`src/rtl/mbist_mem_collar_pkg.sv`:
```
// rtl/mbist_mem_collar_pkg.sv - shared widths, state and compare-tag types for the pmbist memory collar
package mbist_mem_collar_pkg;

    localparam int BG_DATA_DEF    = 2;
    localparam int ADDR_X_DEF     = 2;
    localparam int ADDR_Y_DEF     = 2;
    localparam int FAIL_CNT_W_DEF = 4;
    localparam int RESULT_W       = BG_DATA_DEF + ADDR_X_DEF + ADDR_Y_DEF + FAIL_CNT_W_DEF + 1;

    typedef enum logic [1:0] {
        C_IDLE,
        C_TEST,
        C_DRAIN,
        C_LOADED
    } t_collar_state;

    typedef struct packed {
        logic                               vld;
        logic [ADDR_X_DEF+ADDR_Y_DEF-1:0]   addr;
        logic [BG_DATA_DEF-1:0]             data;
    } t_cmp_tag;

endpackage

```
`src/rtl/mbist_delay_pipe.sv`:
```
// rtl/mbist_delay_pipe.sv - fixed-depth register pipe aligning compare tags with memory read latency
module mbist_delay_pipe #(
    parameter int W     = 1,
    parameter int DEPTH = 1
) (
    input  logic         clk,
    input  logic         rstn,
    input  logic [W-1:0] din,
    output logic [W-1:0] dout
);

    logic [DEPTH-1:0][W-1:0] stage_q;
    logic [DEPTH-1:0][W-1:0] stage_d;

    always_comb begin
        stage_d[0] = din;
        for (int i = 1; i < DEPTH; i++) begin
            stage_d[i] = stage_q[i-1];
        end
    end

    always_ff @(posedge clk or negedge rstn) begin
        if (!rstn) begin
            stage_q <= '0;
        end else begin
            stage_q <= stage_d;
        end
    end

    assign dout = stage_q[DEPTH-1];

endmodule

```
`src/rtl/mbist_mem_collar.sv`:
```
// rtl/mbist_mem_collar.sv - per-memory MBIST responder: port mux, latency-aligned compare, fail status and result chain
module mbist_mem_collar
    import mbist_mem_collar_pkg::*;
#(
    parameter int BG_DATA    = BG_DATA_DEF,
    parameter int ADDR_X     = ADDR_X_DEF,
    parameter int ADDR_Y     = ADDR_Y_DEF,
    parameter int READ_LAT   = 1,
    parameter int FAIL_CNT_W = FAIL_CNT_W_DEF
) (
    input  logic                     clk,
    input  logic                     rstn,
    input  logic                     i_mbist_run,
    input  logic [ADDR_X-1:0]        i_addr_x,
    input  logic [ADDR_Y-1:0]        i_addr_y,
    input  logic [BG_DATA-1:0]       i_data,
    input  logic                     i_cs,
    input  logic                     i_we,
    input  logic                     i_re,
    input  logic                     i_comp_en,
    input  logic                     i_shift_result,
    input  logic                     i_si,
    output logic                     o_so,
    output logic                     o_fail_flag,
    input  logic [ADDR_X+ADDR_Y-1:0] i_fn_addr,
    input  logic [BG_DATA-1:0]       i_fn_din,
    input  logic                     i_fn_cs,
    input  logic                     i_fn_we,
    output logic [ADDR_X+ADDR_Y-1:0] o_mem_addr,
    output logic [BG_DATA-1:0]       o_mem_din,
    output logic                     o_mem_cs,
    output logic                     o_mem_we,
    input  logic [BG_DATA-1:0]       i_mem_dout
);

    localparam int AW = ADDR_X + ADDR_Y;
    localparam int RW = BG_DATA + AW + FAIL_CNT_W + 1;
    localparam int DW = $clog2(READ_LAT + 1);

    t_collar_state          state_q, state_d;
    logic [DW-1:0]          drain_q, drain_d;
    logic                   run_q, run_d;
    logic                   fail_q, fail_d;
    logic [FAIL_CNT_W-1:0]  cnt_q, cnt_d;
    logic [AW-1:0]          ff_addr_q, ff_addr_d;
    logic [BG_DATA-1:0]     ff_xor_q, ff_xor_d;
    logic [RW-1:0]          shreg_q, shreg_d;

    t_cmp_tag               tag_in, tag_out;
    logic                   test_sel;
    logic                   run_rise;
    logic                   mismatch;

    assign test_sel = (state_q == C_TEST) || (state_q == C_DRAIN);
    assign run_rise = i_mbist_run & ~run_q;

    assign o_mem_addr = test_sel ? {i_addr_x, i_addr_y} : i_fn_addr;
    assign o_mem_din  = test_sel ? i_data : i_fn_din;
    assign o_mem_cs   = test_sel ? i_cs : i_fn_cs;
    assign o_mem_we   = test_sel ? (i_we & i_cs) : i_fn_we;

    // Only reads issued while the test is live enter the pipe; writes never compare.
    always_comb begin
        tag_in.vld  = i_cs & i_re & i_comp_en & (state_q == C_TEST);
        tag_in.addr = {i_addr_x, i_addr_y};
        tag_in.data = i_data;
    end

    mbist_delay_pipe #(
        .W     ($bits(t_cmp_tag)),
        .DEPTH (READ_LAT)
    ) u_delay_pipe (
        .clk  (clk),
        .rstn (rstn),
        .din  (tag_in),
        .dout (tag_out)
    );

    assign mismatch = tag_out.vld & test_sel & (i_mem_dout != tag_out.data);

    always_comb begin
        state_d   = state_q;
        drain_d   = drain_q;
        run_d     = i_mbist_run;
        fail_d    = fail_q;
        cnt_d     = cnt_q;
        ff_addr_d = ff_addr_q;
        ff_xor_d  = ff_xor_q;
        shreg_d   = shreg_q;

        if (i_shift_result) begin
            shreg_d = {i_si, shreg_q[RW-1:1]};
        end

        if (mismatch) begin
            fail_d = 1'b1;
            if (cnt_q != '1) begin
                cnt_d = cnt_q + 1'b1;
            end
            if (!fail_q) begin
                ff_addr_d = tag_out.addr;
                ff_xor_d  = i_mem_dout ^ tag_out.data;
            end
        end

        // State actions come last so a run-start clear or a result load overrides the above.
        case (state_q)
            C_IDLE, C_LOADED: begin
                if (run_rise) begin
                    state_d   = C_TEST;
                    fail_d    = 1'b0;
                    cnt_d     = '0;
                    ff_addr_d = '0;
                    ff_xor_d  = '0;
                    shreg_d   = '0;
                end
            end
            C_TEST: begin
                if (!i_mbist_run) begin
                    state_d = C_DRAIN;
                    drain_d = DW'(READ_LAT);
                end
            end
            C_DRAIN: begin
                if (drain_q == '0) begin
                    state_d = C_LOADED;
                    shreg_d = {ff_xor_q, ff_addr_q, cnt_q, fail_q};
                end else begin
                    drain_d = drain_q - 1'b1;
                end
            end
            default: state_d = C_IDLE;
        endcase
    end

    always_ff @(posedge clk or negedge rstn) begin
        if (!rstn) begin
            state_q   <= C_IDLE;
            drain_q   <= '0;
            run_q     <= 1'b0;
            fail_q    <= 1'b0;
            cnt_q     <= '0;
            ff_addr_q <= '0;
            ff_xor_q  <= '0;
            shreg_q   <= '0;
        end else begin
            state_q   <= state_d;
            drain_q   <= drain_d;
            run_q     <= run_d;
            fail_q    <= fail_d;
            cnt_q     <= cnt_d;
            ff_addr_q <= ff_addr_d;
            ff_xor_q  <= ff_xor_d;
            shreg_q   <= shreg_d;
        end
    end

    assign o_so        = shreg_q[0];
    assign o_fail_flag = fail_q;

endmodule
```
`config.mk`:
```
export PLATFORM = sky130hd
export DESIGN_NAME = mbist_mem_collar
export DESIGN_NICKNAME = d
export VERILOG_FILES = /design/src/rtl/mbist_mem_collar_pkg.sv /design/src/rtl/mbist_delay_pipe.sv /design/src/rtl/mbist_mem_collar.sv
export SDC_FILE = /design/constraint.sdc
export NUM_CORES = 1
export LEC_CHECK = 0
export ABC_AREA = 1
export BUFFER_PORTS_ARGS = -buffer_cell sky130_fd_sc_hd__buf_2
export CAP_MARGIN = 20
export CORE_ASPECT_RATIO = 1.4
export CORE_MARGIN = 1.5
export CORE_UTILIZATION = 40
export DETAILED_ROUTE_END_ITERATION = 7
export GPL_TIMING_DRIVEN = 0
export SYNTH_ARGS = -nofsm -noshare
export SYNTH_HDL_FRONTEND = slang
export SYNTH_SLANG_ARGS = --single-unit
```
`constraint.sdc`:
```
create_clock -name clk -period 1.8 [get_ports clk]
set_input_delay 0.36 -clock clk [delete_from_list [all_inputs] [get_ports clk]]
set_output_delay 0.36 -clock clk [all_outputs]
set_load 0.01 [all_outputs]
```
-- Word-level counts from Yosys, hierarchy flattened
Cells that the tools add are included.
- add/subtract/negate cells: 2
- equality and inequality tests: 8
- multiplexer cells: 30
- bitwise logic cells: 9
- reduce and logical (&&, ||, !) cells: 6
- operators by type and width (cell ; number):
    $mux 4 ; 9
    $mux 11 ; 3
    $pmux 11 s2 ; 1
    $mux 2 ; 8
    $and 1x1->1 ; 7
    $mux 1 ; 7
    $ne 2x2->1 const B ; 3
    $pmux 2 s3 ; 1
    $add 4x1->4 const B ; 1
    $eq 2x2->1 const B ; 2
    $ne 4x4->1 const B ; 1
    $reduce_and 3->1 ; 1
    $eq 2x1->1 const B ; 1
    $logic_not 2->1 ; 1
    $ne 2x2->1 ; 1
    $pmux 1 s2 ; 1
    $reduce_and 2->1 ; 1
    $reduce_bool 2->1 ; 1
    $reduce_or 2->1 ; 1
    $xor 2x2->2 ; 1
    $logic_or 1x1->1 ; 1
    $not 1->1 ; 1
    $sub 1x1->1 const B ; 1
- flip-flop bits (word level): 33
- input port bits: 25
- output and inout port bits: 10
- word-level logic and storage cells: 64

-- Longest topological paths before layout
- word-level depth: 7
- depth in mapped cells: 9
- depth with buffers taken out: 8

-- Hierarchy
Synthesis repeated with hierarchy kept, for this count alone.
- cell total of the unflattened synthesis: 246
- area, all modules: 1870.5 µm²
- by module, submodules not included (module ; instances ; cells an instance ; area an instance (µm²) ; seq. area each (µm²)):
    mbist_mem_collar ; 1 ; 239 ; 1695.4 ; 650.6
    mbist_delay_pipe ; 1 ; 7 ; 175.2 ; 175.2

-- Worst setup path before layout
No wires, ideal clock.
- kind: flip-flop to flip-flop
- start point: register state_q[0]
- end point: register shreg_q[0]
- setup time: 0.118 ns
- data arrival time: 1.359 ns
- data required time: 1.682 ns
- setup slack: 0.324 ns
- cell stages (with the launch flop): 9
- buffers on the path: 2
- period minus slack after synthesis: 1.476 ns
- cell sequence: dfrtp_1 inv_1 ha_1 buf_6 nand2_1 nand3b_1 buf_4 a21oi_1 inv_1
- cells in the longest elaborated chain, start to end: 3
- elaborated cells on any way between the ends: 5
- classes of those cells: 2 x eq/ne; 1 x mux; 2 x reduce/logical
- RTL lines (element ; RTL line ; text):
    start, declared ; mbist_mem_collar.sv:40 ; t_collar_state state_q, state_d;
    start signal, assigned ; mbist_mem_collar.sv:147 ; state_q <= state_d;
    $eq 2x2->1 or $logic_not 2->1 (tied branches) ; mbist_mem_collar.sv:107 ; case (state_q)
    $reduce_or 2->1 ; mbist_mem_collar.sv:107 ;
    $pmux 11 s2 (*) ; mbist_mem_collar.sv:107 ;
    net shreg_d[0] ; mbist_mem_collar.sv:47 ; logic [RW-1:0] shreg_q, shreg_d;
    end signal, assigned ; mbist_mem_collar.sv:154 ; shreg_q <= shreg_d;
    end, declared ; mbist_mem_collar.sv:47 ;
Mark *: on every way through the listed nets, which the timed path passes. The rest lies on a longest branch.
A chain may end at the register's enable or synchronous reset.

-- Final worst setup path
- start point: register state_q[1]
- end point: output port o_mem_addr[2]
- cells in the longest elaborated chain, start to end: 3
- elaborated cells on any way between the ends: 4
- classes of those cells: 2 x eq/ne; 1 x mux; 1 x reduce/logical
- RTL lines (element ; RTL line ; text):
    $eq 2x1->1 or $eq 2x2->1 (tied branches) ; mbist_mem_collar.sv:54 ; assign test_sel = (state_q == C_TEST) || (state_q == C_DRAIN);
    $logic_or 1x1->1 (*) ; mbist_mem_collar.sv:54 ;
    $mux 4 (*) ; mbist_mem_collar.sv:57 ; assign o_mem_addr = test_sel ? {i_addr_x, i_addr_y} : i_fn_addr;
    end, declared ; mbist_mem_collar.sv:29 ; output logic [ADDR_X+ADDR_Y-1:0] o_mem_addr,
Every way passes the cells marked *; elsewhere a longest branch is shown, timed or not.

==> flow_metrics.env <==
export IMPL_io_pins=35
export IMPL_netlist_instances=247
export IMPL_post_place_ws_ps=147
export IMPL_worst_slew_pin_slew_ps=723
export IMPL_required_ps=1440
export IMPL_ys_top_cells_by_count="nand2_1, inv_1, dfrtp_1"
export IMPL_hold_viol=0
export IMPL_worst_setup_path_end_kind="output port"
export IMPL_final_area_sq_um=2200
export IMPL_fin_skew_ps=2.89
export IMPL_synth_edf_count=0
export IMPL_vias=1513
export IMPL_yosysSeqAreaShare=0.453
export IMPL_placed_cell_area_sq_um=2070
export IMPL_async_reset_ff_frac=1.00
export IMPL_critical_path_class="reg -> out"
export IMPL_r2r_setup_slack_ps=230
export IMPL_reg2reg_from="state_q[0]"
export IMPL_synth_nets=276
export IMPL_totalPowerFinal_mw=3.40
export IMPL_rows=28
export IMPL_fill_cells=471
export IMPL_grt_pass1_vias=1425
export IMPL_ant_nets=0
export IMPL_dieArea_sq_um=4980
export IMPL_dr_first_iter_drc_count=22
export IMPL_ys_seq_elements=33
export IMPL_drc=0
export IMPL_power_per_cell_area_nw_per_um2=1540
export IMPL_ys_warn_count=0
export IMPL_clk_path_buf_depth=2
export IMPL_report_final_slew_viol_count=0
export IMPL_antenna_found_initial=0
export IMPL_timing_rr_end="cnt_q[3]"
export IMPL_clk_pin_slew_ps=60
export IMPL_relSlewSlack=0.518
export IMPL_grt_max_degree=34
export IMPL_yosys_top_cells_area="dfrtp_1, nand2_1, inv_1, nor2_1, a21oi_1"
export IMPL_grt_pass1_wl_mm=5.82
export IMPL_hold_ws_ps=126
export IMPL_wirelength_mm=3.26
export IMPL_nets=319
export IMPL_wl_per_cell_um=9.28
export IMPL_cts_tree="done"
export IMPL_finalCriticalPeriod_ps=1710
export IMPL_cp_arrival_ps=1350
export IMPL_syn_to_final_growth_pct=20.9
export IMPL_diodes=0
export IMPL_max_freq_ghz=0.584
export IMPL_dr_pass1_iters=4
export IMPL_drive_gt1_frac=0.203
export IMPL_fp_dieH_um=82.9
export IMPL_io_buffers=34
export IMPL_cts_made_buffers=5
export IMPL_gr_total_overflow=0
export IMPL_netlist_area_sq_um=1820
export IMPL_cp_max_fo=10
export IMPL_synth_top_area_frac=0.453
export IMPL_yosysMostFrequentCell="nand2_1"
export IMPL_run_status="finished clean"
export IMPL_synth_ff_type="dfrtp_1"
export IMPL_dieWidth_um=60.1
export IMPL_maxCapViolations=0
export IMPL_grt_usage=0.149
export IMPL_clockRootBuffer="clkbuf_8"
export IMPL_synth_top_area_cell="dfrtp_1"
export IMPL_start_util=0.423
export IMPL_cp_start_kind="flip-flop"
export IMPL_tns_ps=0
export IMPL_hp_class="in -> async"
export IMPL_synth_distinct_cells=25
export IMPL_vdd_drop_max_v=0.000711
export IMPL_reg2reg_depth=9
export IMPL_htree_num_levels=2
export IMPL_finalCritPeriodShare=0.951
export IMPL_final_setup_viol_count=0
export IMPL_coreArea_sq_um=4310
export IMPL_clock_latency_ps=280
export IMPL_synth_area_per_cell_sq_um=7.38
export IMPL_dp_hpwl_mm=2.49
export IMPL_power_leakage_nw=1.28
export IMPL_gp_congestion=0.808
export IMPL_vias_per_cell=4.31
export IMPL_worst_slack_ps=87.9
export IMPL_cts_sinks=33
export IMPL_postCtsHoldBufs=0
export IMPL_critPathLaunch="state_q[1]"
[critical path, cell delays in order (launching register included)]
cell and delay (ps):
dfrtp_1 410, ha_4 310, buf_8 120, nand2_1 50, nand2_1 60, buf_2 120
[placed cells by master (no fill, tap or decap), types with 3 or more instances in the layout]
cell,count
inv_1,51
buf_2,35
buf_4,3
clkbuf_8,7
nand2_1,72
ha_1,3
a21oi_1,17
o21ai_0,8
nand3_1,4
nand2_2,3
dfrtp_1,33
nand4_1,9
nor2_1,28
[area by class of cell]
| type | instances | area, sq um | area share |
|---|---|---|---|
| buffer | 6 | 50.0 | 0.0227 |
| clock buffer | 7 | 96.3 | 0.0437 |
| clock inverter | 1 | 5.00 | 0.00227 |
| inverter | 54 | 205 | 0.0931 |
| multi-input combinational | 154 | 761 | 0.345 |
| sequential | 33 | 826 | 0.375 |
| tap | 60 | 75.1 | 0.0341 |
| timing repair buffer | 36 | 185 | 0.0840 |
[worst max path at each step]
stage,to,slack (ps)
final,o_mem_addr[2],90
after global routing,o_mem_addr[2],-3
after CTS,o_mem_addr[2],40
after detailed placement,shreg_q[6],150
after global placement,shreg_q[2],170
after floorplan,shreg_q[0],320
[per-stage QoR]
step | utilization | cells
2_1_floorplan | - | 247
3_3_place_gp | 0.480 | 341
3_5_place_dp | 0.480 | 341
4_1_cts | 0.509 | 350
5_1_grt | 0.511 | 351
6_report | 0.511 | 351
[state kept, by name (all words and copies together) (netlist names)]
name               cells
cnt_q                  4
drain_q                1
ff_addr_q              4
ff_xor_q               2
o_fail_flag            1
run_q                  1
shreg_q               11
state_q                2
u_delay_pipe.dout      7
[power breakdown]
part           internal, mW  switching (mW)  total, mW  leakage, nW
clock                 0.345           0.264      0.610       0.0542
sequential             1.01           0.134       1.15        0.425
combinational         0.672           0.976       1.65        0.803
[what timing repair did]
| action | CTS | global route |
|---|---|---|
| buffers inserted | 1 | 1 |
| setup endpoints to repair | 8 | 8 |
| gates resized for setup | 2 | 1 |
| pin swaps | 0 | 1 |
[routing by layer]
metal	part of all wire	global-route usage	routed length [um]	vias up
met5	0	0	0	-
met4	0.018	0.0606	60	0
met3	0.040	0.0421	130	7
met2	0.52	0.260	1690	34
met1	0.42	0.162	1380	640
li1	-	-	-	832
[cell families (layout without fill, tap and decap cells)]
family                     after synthesis  count (layout)  share of synthesized area
xor gates and xnor gates                 1               1                    0.00481
buffers and inverters                   60             104                      0.137
DFF                                     33              33                      0.453
AOI/OAI and AO/OA                       27              27                     0.0762
and+or+nand+nor                        122             122                      0.302
adders and majority gates                4               4                     0.0275
No activity file was read; power rests on OpenSTA's default activity.
